[src/rtl/uart_tx_ctrl.sv]
// uart_tx_ctrl -- UART transmit sequencer that configures and gates a baud counter.
// Revision 1.0
`default_nettype none

module uart_tx_ctrl #(
  parameter int DATA_BITS = 8,
  parameter int PARITY    = 0,
  parameter int STOP_BITS = 1
) (
  input  logic        clk,
  input  logic        rstn,
  input  logic [19:0] cfg_baud,
  input  logic        tx_valid,
  input  logic [7:0]  tx_data,
  output logic        tx_ready,
  output logic        bc_en,
  output logic [19:0] bc_baud,
  input  logic        bc_tick,
  output logic        txd,
  output logic        busy
);

  typedef enum logic [2:0] {
    S_IDLE  = 3'd0,
    S_START = 3'd1,
    S_DATA  = 3'd2,
    S_PAR   = 3'd3,
    S_STOP  = 3'd4
  } state_t;

  localparam logic [7:0] c_data_mask = 8'((1 << DATA_BITS) - 1);
  localparam logic [2:0] c_last_data = 3'(DATA_BITS - 1);
  localparam logic [2:0] c_last_stop = 3'(STOP_BITS - 1);
  localparam logic       c_has_par   = (PARITY != 0);
  localparam logic       c_odd_par   = (PARITY == 2);

  state_t      state_q;
  logic        txd_q;
  logic        bc_en_q;
  logic        busy_q;
  logic        par_q;
  logic [19:0] bc_baud_q;
  logic [2:0]  bit_cnt_q;
  logic [7:0]  shift_q;
  logic        w_accept;

  // A zero divisor would stall the baud counter forever, so it blocks acceptance.
  assign tx_ready = (state_q == S_IDLE) && (cfg_baud != 20'd0);
  assign w_accept = tx_valid && tx_ready;

  always_ff @(posedge clk) begin
    if (!rstn) begin
      state_q   <= S_IDLE;
      txd_q     <= 1'b1;
      bc_en_q   <= 1'b0;
      busy_q    <= 1'b0;
      par_q     <= 1'b0;
      bc_baud_q <= 20'd0;
      bit_cnt_q <= 3'd0;
      shift_q   <= 8'd0;
    end else begin
      case (state_q)
        S_IDLE: begin
          if (w_accept) begin
            shift_q   <= tx_data;
            bc_baud_q <= cfg_baud;
            par_q     <= (^(tx_data & c_data_mask)) ^ c_odd_par;
            bit_cnt_q <= 3'd0;
            txd_q     <= 1'b0;
            bc_en_q   <= 1'b1;
            busy_q    <= 1'b1;
            state_q   <= S_START;
          end
        end
        S_START: begin
          if (bc_tick) begin
            txd_q     <= shift_q[0];
            shift_q   <= {1'b0, shift_q[7:1]};
            bit_cnt_q <= 3'd0;
            state_q   <= S_DATA;
          end
        end
        S_DATA: begin
          // Bit 0 went out on the START tick, so the last DATA tick closes the final bit.
          if (bc_tick) begin
            if (bit_cnt_q == c_last_data) begin
              bit_cnt_q <= 3'd0;
              if (c_has_par) begin
                txd_q   <= par_q;
                state_q <= S_PAR;
              end else begin
                txd_q   <= 1'b1;
                state_q <= S_STOP;
              end
            end else begin
              txd_q     <= shift_q[0];
              shift_q   <= {1'b0, shift_q[7:1]};
              bit_cnt_q <= bit_cnt_q + 3'd1;
            end
          end
        end
        S_PAR: begin
          if (bc_tick) begin
            txd_q     <= 1'b1;
            bit_cnt_q <= 3'd0;
            state_q   <= S_STOP;
          end
        end
        S_STOP: begin
          if (bc_tick) begin
            if (bit_cnt_q == c_last_stop) begin
              bit_cnt_q <= 3'd0;
              bc_en_q   <= 1'b0;
              busy_q    <= 1'b0;
              state_q   <= S_IDLE;
            end else begin
              bit_cnt_q <= bit_cnt_q + 3'd1;
            end
          end
        end
        default: begin
          txd_q   <= 1'b1;
          bc_en_q <= 1'b0;
          busy_q  <= 1'b0;
          state_q <= S_IDLE;
        end
      endcase
    end
  end

  assign txd     = txd_q;
  assign bc_en   = bc_en_q;
  assign busy    = busy_q;
  assign bc_baud = bc_baud_q;

endmodule

`default_nettype wire
[config.mk]
export PLATFORM = sky130hd
export DESIGN_NAME = uart_tx_ctrl
export DESIGN_NICKNAME = d
export VERILOG_FILES = /design/src/rtl/uart_tx_ctrl.sv
export SDC_FILE = /design/constraint.sdc
export NUM_CORES = 1
export LEC_CHECK = 0
export BUFFER_PORTS_ARGS = -buffer_cell sky130_fd_sc_hd__clkbuf_2
export CORE_MARGIN = 5
export CORE_UTILIZATION = 49
export CTS_BUF_LIST = sky130_fd_sc_hd__clkbuf_4
export DETAILED_ROUTE_END_ITERATION = 8
export PLACE_DENSITY = 0.77
export SYNTH_ARGS = -nofsm -noshare
export SYNTH_HDL_FRONTEND = slang
export SYNTH_SLANG_ARGS = --single-unit
[constraint.sdc]
create_clock -name clk -period 1.95 [get_ports clk]
set_input_delay 0.39 -clock clk [delete_from_list [all_inputs] [get_ports clk]]
set_output_delay 0.39 -clock clk [all_outputs]
set_load 0.1 [all_outputs]
# [Word-level counts from Yosys, hierarchy flattened]
# Cells that the tools add are included.
[word_totals] register_bits=36 inputBits=32 out_inout_bits=24 wordCells=68
[op_classes] add_sub_neg=1 n_eq_ne=14 muxes=30 bitwise=2 reduce_logical=15
[op_table] op="3-bit two-way mux" count=13
[op_table] op="8-bit two-way mux" count=4
[op_table] op="8-bit one-hot mux with 3 select lines" count=1
[op_table] op="20-bit nonzero test" count=1
[op_table] op="2-bit inequality test (second input constant)" count=8
[op_table] op="3-bit one-hot mux with 5 select lines" count=1
[op_table] op="5-bit AND reduction" count=3
[op_table] op="3-bit one-hot mux with 4 select lines" count=1
[op_table] op="1-bit two-way mux" count=8
[op_table] op="7-bit AND reduction" count=1
[op_table] op="3-bit by 2-bit equality test with 1-bit output (second input constant)" count=2
[op_table] op="3-bit equality test (second input constant)" count=2
[op_table] op="3-bit zero test" count=2
[op_table] op="1-bit one-hot mux with 5 select lines" count=1
[op_table] op="4-bit AND reduction" count=1
[op_table] op="4-bit nonzero test" count=1
[op_table] op="3-bit by 1-bit adder with 3-bit output (second input constant)" count=1
[op_table] op="3-bit by 1-bit equality test with 1-bit output (second input constant)" count=1
[op_table] op="1-bit one-hot mux with 3 select lines" count=1
[op_table] op="3-bit nonzero test" count=1
[op_table] op="3-bit OR reduction" count=1
[op_table] op="1-bit logical AND" count=2
[op_table] op="2-bit by 1-bit inequality test with 1-bit output (second input constant)" count=1
[op_table] op="1-bit NOT" count=2
[op_table] op="2 further kinds" count=2

# [Logic depth before layout (Yosys ltp)]
[depth] word_depth=5 ltp_mapped=8 ltp_nobuf=7

# [Worst setup path after synthesis]
# Ideal clock, no wire load.
[synth_timing] kind="register to output" start="register state_q[0]" end="output port tx_ready" arrival_ns=2.061 required_time_ns=1.560 path_slack_ns=-0.501 path_stages_with_launch=4 n_path_buf=1 cell_sequence="dfxtp_1 > buf_6 > nor3_1 > nor2b_1"
[synth_between] elab_chain_cells=2
[synth_lines] element="from (decl)" line="37" text="state_t state_q;"
[synth_lines] element="from (signal assigned)" line="53" text="state_q <= S_IDLE;"
[synth_lines] element="from (signal assigned)" line="72" text="state_q <= S_START;"
[synth_lines] element="from (signal assigned)" line="80" text="state_q <= S_DATA;"
[synth_lines] element="3-bit zero test" line="48" text="assign tx_ready = (state_q == S_IDLE) && (cfg_baud != 20'd0);"
[synth_lines] element="1-bit logical AND" line="48"
[synth_lines] element="to (decl)" line="15" text="output logic tx_ready,"
# No other way between the ends.

# [Worst setup path in the final report]
[layout_timing] start="input port cfg_baud[2]" end="output port tx_ready"
[layout_between] elab_chain_cells=2
[layout_lines] element="from (decl)" line="12" text="input logic [19:0] cfg_baud,"
[layout_lines] element="20-bit nonzero test" line="48"
[layout_lines] element="1-bit logical AND" line="48"
# No other way between the ends.

==> out/summary.txt <==
Clock Latency Late Sink: 0.34 ns
Initial Util: 51.76%
Portion of the post-synthesis area used by sequential elements: 40.76%
Tot Pwr: 2.037 mW
Clock period minus worst slack: 1.899 ns
DRC violation total after the first TritonRoute iteration: 93
Final-layout worst hold slack: 0.2706 ns
Largest net degree at the start of global routing: 33
Count of hold buffers inserted by post-cts repair: 0
Transition time of the tightest slew-check pin: 0.5480 ns
Pwr Density: 902.6 mW/mm2
CORE AREA: 0.003416 mm2
Register bit total from synthesis: 36
Static leakage power: 1.031 nW
Design Area, Final: 0.002257 mm2
Total inserted antenna cells: 0
Routed wire length: 3918 um
Status: finished clean
Average footprint of a synthesized cell: 8.666 um2
Total number of H-tree levels: 2
Combinational family with the most area after synthesis: simple AND/OR/NAND/NOR gates
Total track usage: 16.23%
Vias per inst: 5.269
Yosys synthesis warning count: 0
Crit path buf inv count: 3
Final Hold Viols: 0
Clock skew after layout: 0.003862 ns
Endpoint class of the critical path: output port
Total Die Area: 0.004909 mm2
CTS Root Cell: clkbuf_4
Post-synth net total: 239
Required time of the worst setup path: 1.56 ns
FP Rows: 21
CTS max path bufs: 2
Worst IR drop on VDD: 541.4 uV
Adder-Cell Fraction of Synth Area: 2.123%
Kind of cell adding the most delay to the critical path: simple AND/OR/NAND/NOR gates
TritonCTS clock tree: yes
Placed Cells incl. Taps: 300
Total clock buffers created by CTS: 5
Area post-placement: 0.002135 mm2
Crit start category: input pin
DRT antenna net count: 0
Synth Area in Compound Gates: 17.55%
Series of cell instances along the critical path: buf_8 -> nor4_4 -> buf_4 -> nand4_1 -> nor2_2 -> nor2b_2 -> buf_12
Clock Sinks: 36
Share of cells above drive strength 1: 34.60%
Remaining max-slew budget at the tightest pin: 63.62%
Via count of the first global-routing pass: 1493
Post-Synth Simple-Gate Area: 25.90%
Synth Cell Area: 0.001768 mm2
Total of endpoints with negative setup slack in the final report: 0
Via Count: 1628
Number of design rule violations left after detail routing: 0
Slowest stage cell on the critical path: nor4_4
Number of violations of the max-capacitance limit: 0
Type of the tightest min-delay check: in2reg
Final total negative setup slack: 0 ns
Unrepaired setup endpoints after global routing: yes
Final Slew Violations: 0
Mux cell area share after synthesis: 7.360%
Xor/xnor cell area share of the yosys netlist: 0.4954%
Synth-to-layout area growth: 27.67%
Clock transition time at the flip-flop clock pins of the worst setup and hold paths: 0.11 ns
Number of optimization iterations in the first detailed-route pass: 4
Remaining Overflow, GRT: 0
Setup slack at placement: -0.08051 ns
Avg WL per Cell: 12.68 um
Number of antenna violations at the first check in global routing: 0
Number of nets in the layout: 297
Final cell utilization of the core: 66.08%
DIE HEIGHT: 70.07 um
IO Count: 56
Post-Layout Cell Count: 309
Max stage delay on crit path: 0.28 ns
Yosys cell types: 41
Cell count after synthesis: 204
Port bufs: 55
Estimated wirelength of the detail-placed design: 2911 um
Die Width: 70.07 um
Largest fanout of any net on the critical path: 2
Critical path class: in2out
Last weighted congestion value of the routability-driven placer: 0.7592
Wire length of the first global-routing pass: 6486 um
Maximum operating frequency: 526.5 MHz
Final period utilization: 97.41%
Arrival time worst endpoint: 1.51 ns
Final Worst Setup Slack: 0.05054 ns
-- worst paths after layout --
check | from | to | slack, ns | depth (start not counted)
hold / removal | cfg_baud[16] | bc_baud[16]$_SDFFE_PN0P_ | 0.27 | 3
hold reg to reg | bc_baud[15]$_SDFFE_PN0P_ | bc_baud[15]$_SDFFE_PN0P_ | 0.47 | 2
setup reg to reg | bit_cnt_q[0]$_SDFFE_PN0P_ | shift_q[6]$_SDFFE_PN0P_ | 0.10 | 8
setup / recovery | cfg_baud[2] | tx_ready | 0.05 | 7
-- kinds of logic (layout without fill, tap and decap cells) --
family          after synthesis  in the layout
xor+xnor                      1              1
mux                          13             13
simple gates                 89             89
flops                        36             36
buf+inv                      19             78
fa+ha+maj                     3              3
compound gates               43             43
-- state kept, by name, summed over array words and instances (netlist names) --
name	flops
bit_cnt_q	3
bc_baud	20
shift_q	8
busy	1
state_q	3
txd	1
-- layout by cell type (no fill, tap or decap), types with 2 or more instances in the layout --
| cell | Yosys | routed |
|---|---|---|
| o21ai_0 | 20 | 20 |
| nor2b_1 | 3 | 2 |
| o211a_1 | 7 | 7 |
| clkbuf_4 | 0 | 6 |
| clkbuf_2 | 2 | 51 |
| o21ai_1 | 3 | 3 |
| a21oi_1 | 3 | 3 |
| nand2b_1 | 3 | 3 |
| buf_12 | 0 | 3 |
| nand3b_1 | 3 | 3 |
| nand2_1 | 35 | 35 |
| dfxtp_1 | 36 | 35 |
| nor4_2 | 0 | 2 |
| nor2_1 | 6 | 5 |
| nand4_1 | 2 | 2 |
| buf_6 | 2 | 2 |
| mux2i_1 | 13 | 13 |
| ha_1 | 3 | 3 |
| nand3_1 | 23 | 23 |
| buf_4 | 3 | 10 |
| inv_1 | 3 | 3 |
-- cells in the mapped netlist --
| cell type | count | area [um2] |
|---|---|---|
| o21bai_4 | 1 | 18.77 |
| mux2i_1 | 13 | 130.1 |
| nor2_4 | 1 | 11.26 |
| nand4b_1 | 1 | 8.760 |
| o22a_1 | 1 | 8.760 |
| o21ai_1 | 3 | 15.01 |
| nand3b_1 | 3 | 22.52 |
| a21oi_1 | 3 | 15.01 |
| nand2_1 | 35 | 131.4 |
| dfxtp_1 | 36 | 720.7 |
| o21ai_0 | 20 | 100.1 |
| nor4_1 | 4 | 25.02 |
| xnor2_1 | 1 | 8.760 |
| nor2b_1 | 3 | 18.77 |
| o21a_1 | 1 | 7.510 |
| nor2b_4 | 1 | 13.76 |
| clkbuf_2 | 2 | 10.01 |
| nand3_1 | 23 | 115.1 |
| or4_4 | 1 | 11.26 |
| o22ai_1 | 1 | 6.260 |
| a221o_1 | 1 | 10.01 |
| nor3_1 | 2 | 10.01 |
| nor3b_1 | 1 | 7.510 |
| a21oi_2 | 1 | 8.760 |
| and4_2 | 1 | 10.01 |
| buf_6 | 2 | 22.52 |
| inv_1 | 3 | 11.26 |
| buf_4 | 3 | 22.52 |
| clkbuf_1 | 7 | 26.28 |
| nor4b_1 | 1 | 8.760 |
| o211a_1 | 7 | 70.07 |
| nor2_1 | 6 | 22.52 |
| or4b_2 | 1 | 10.01 |
| ha_1 | 3 | 37.54 |
| nand4_1 | 2 | 12.51 |
| a21o_1 | 1 | 7.510 |
| nand2b_1 | 3 | 18.77 |
| o221a_2 | 1 | 11.26 |
| o21a_4 | 1 | 15.01 |
| buf_2 | 2 | 10.01 |
| a21oi_4 | 1 | 16.27 |
-- layout make-up --
class                   count  area (um2)
fillers                   294        1159
multi-input cells         149       982.2
flip-flops and latches     36       721.9
repair buffers             67       427.9
well taps                  46       57.56
clock buffers               6       45.04
clock inverters             2       11.26
inverters                   3       11.26
-- routing by layer --
metal	vias up	share of wire (%)	track usage [%]
li1	840	-	-
met1	725	47	20.51
met2	52	45	24.97
met3	11	6.4	5.452
met4	0	2.3	7.234
met5	-	0	0
-- what timing repair did --
item                                    4_1_cts  5_1_grt
setup buffers                                 0        1
pin swaps                                     0        5
gates resized for setup                       4       12
endpoints found under the hold margin         0        0
endpoints found under the setup margin        1        9
-- power by group --
part / switching, mW / internal, mW
Sequential: 0.0459 / 0.807
Combinational: 0.551 / 0.228
Clock: 0.254 / 0.151
-- worst reg2reg max path, delay by kind of cell (launching register included) --
kind / cells / cell delay (ns)
and+or+nand+nor: 1 / 0.06
buffers and inverters: 1 / 0.15
AOI/OAI and AO/OA: 4 / 0.80
adders and majority gates: 2 / 0.40
DFF: 1 / 0.34
Power figures use the tool's default switching activity.
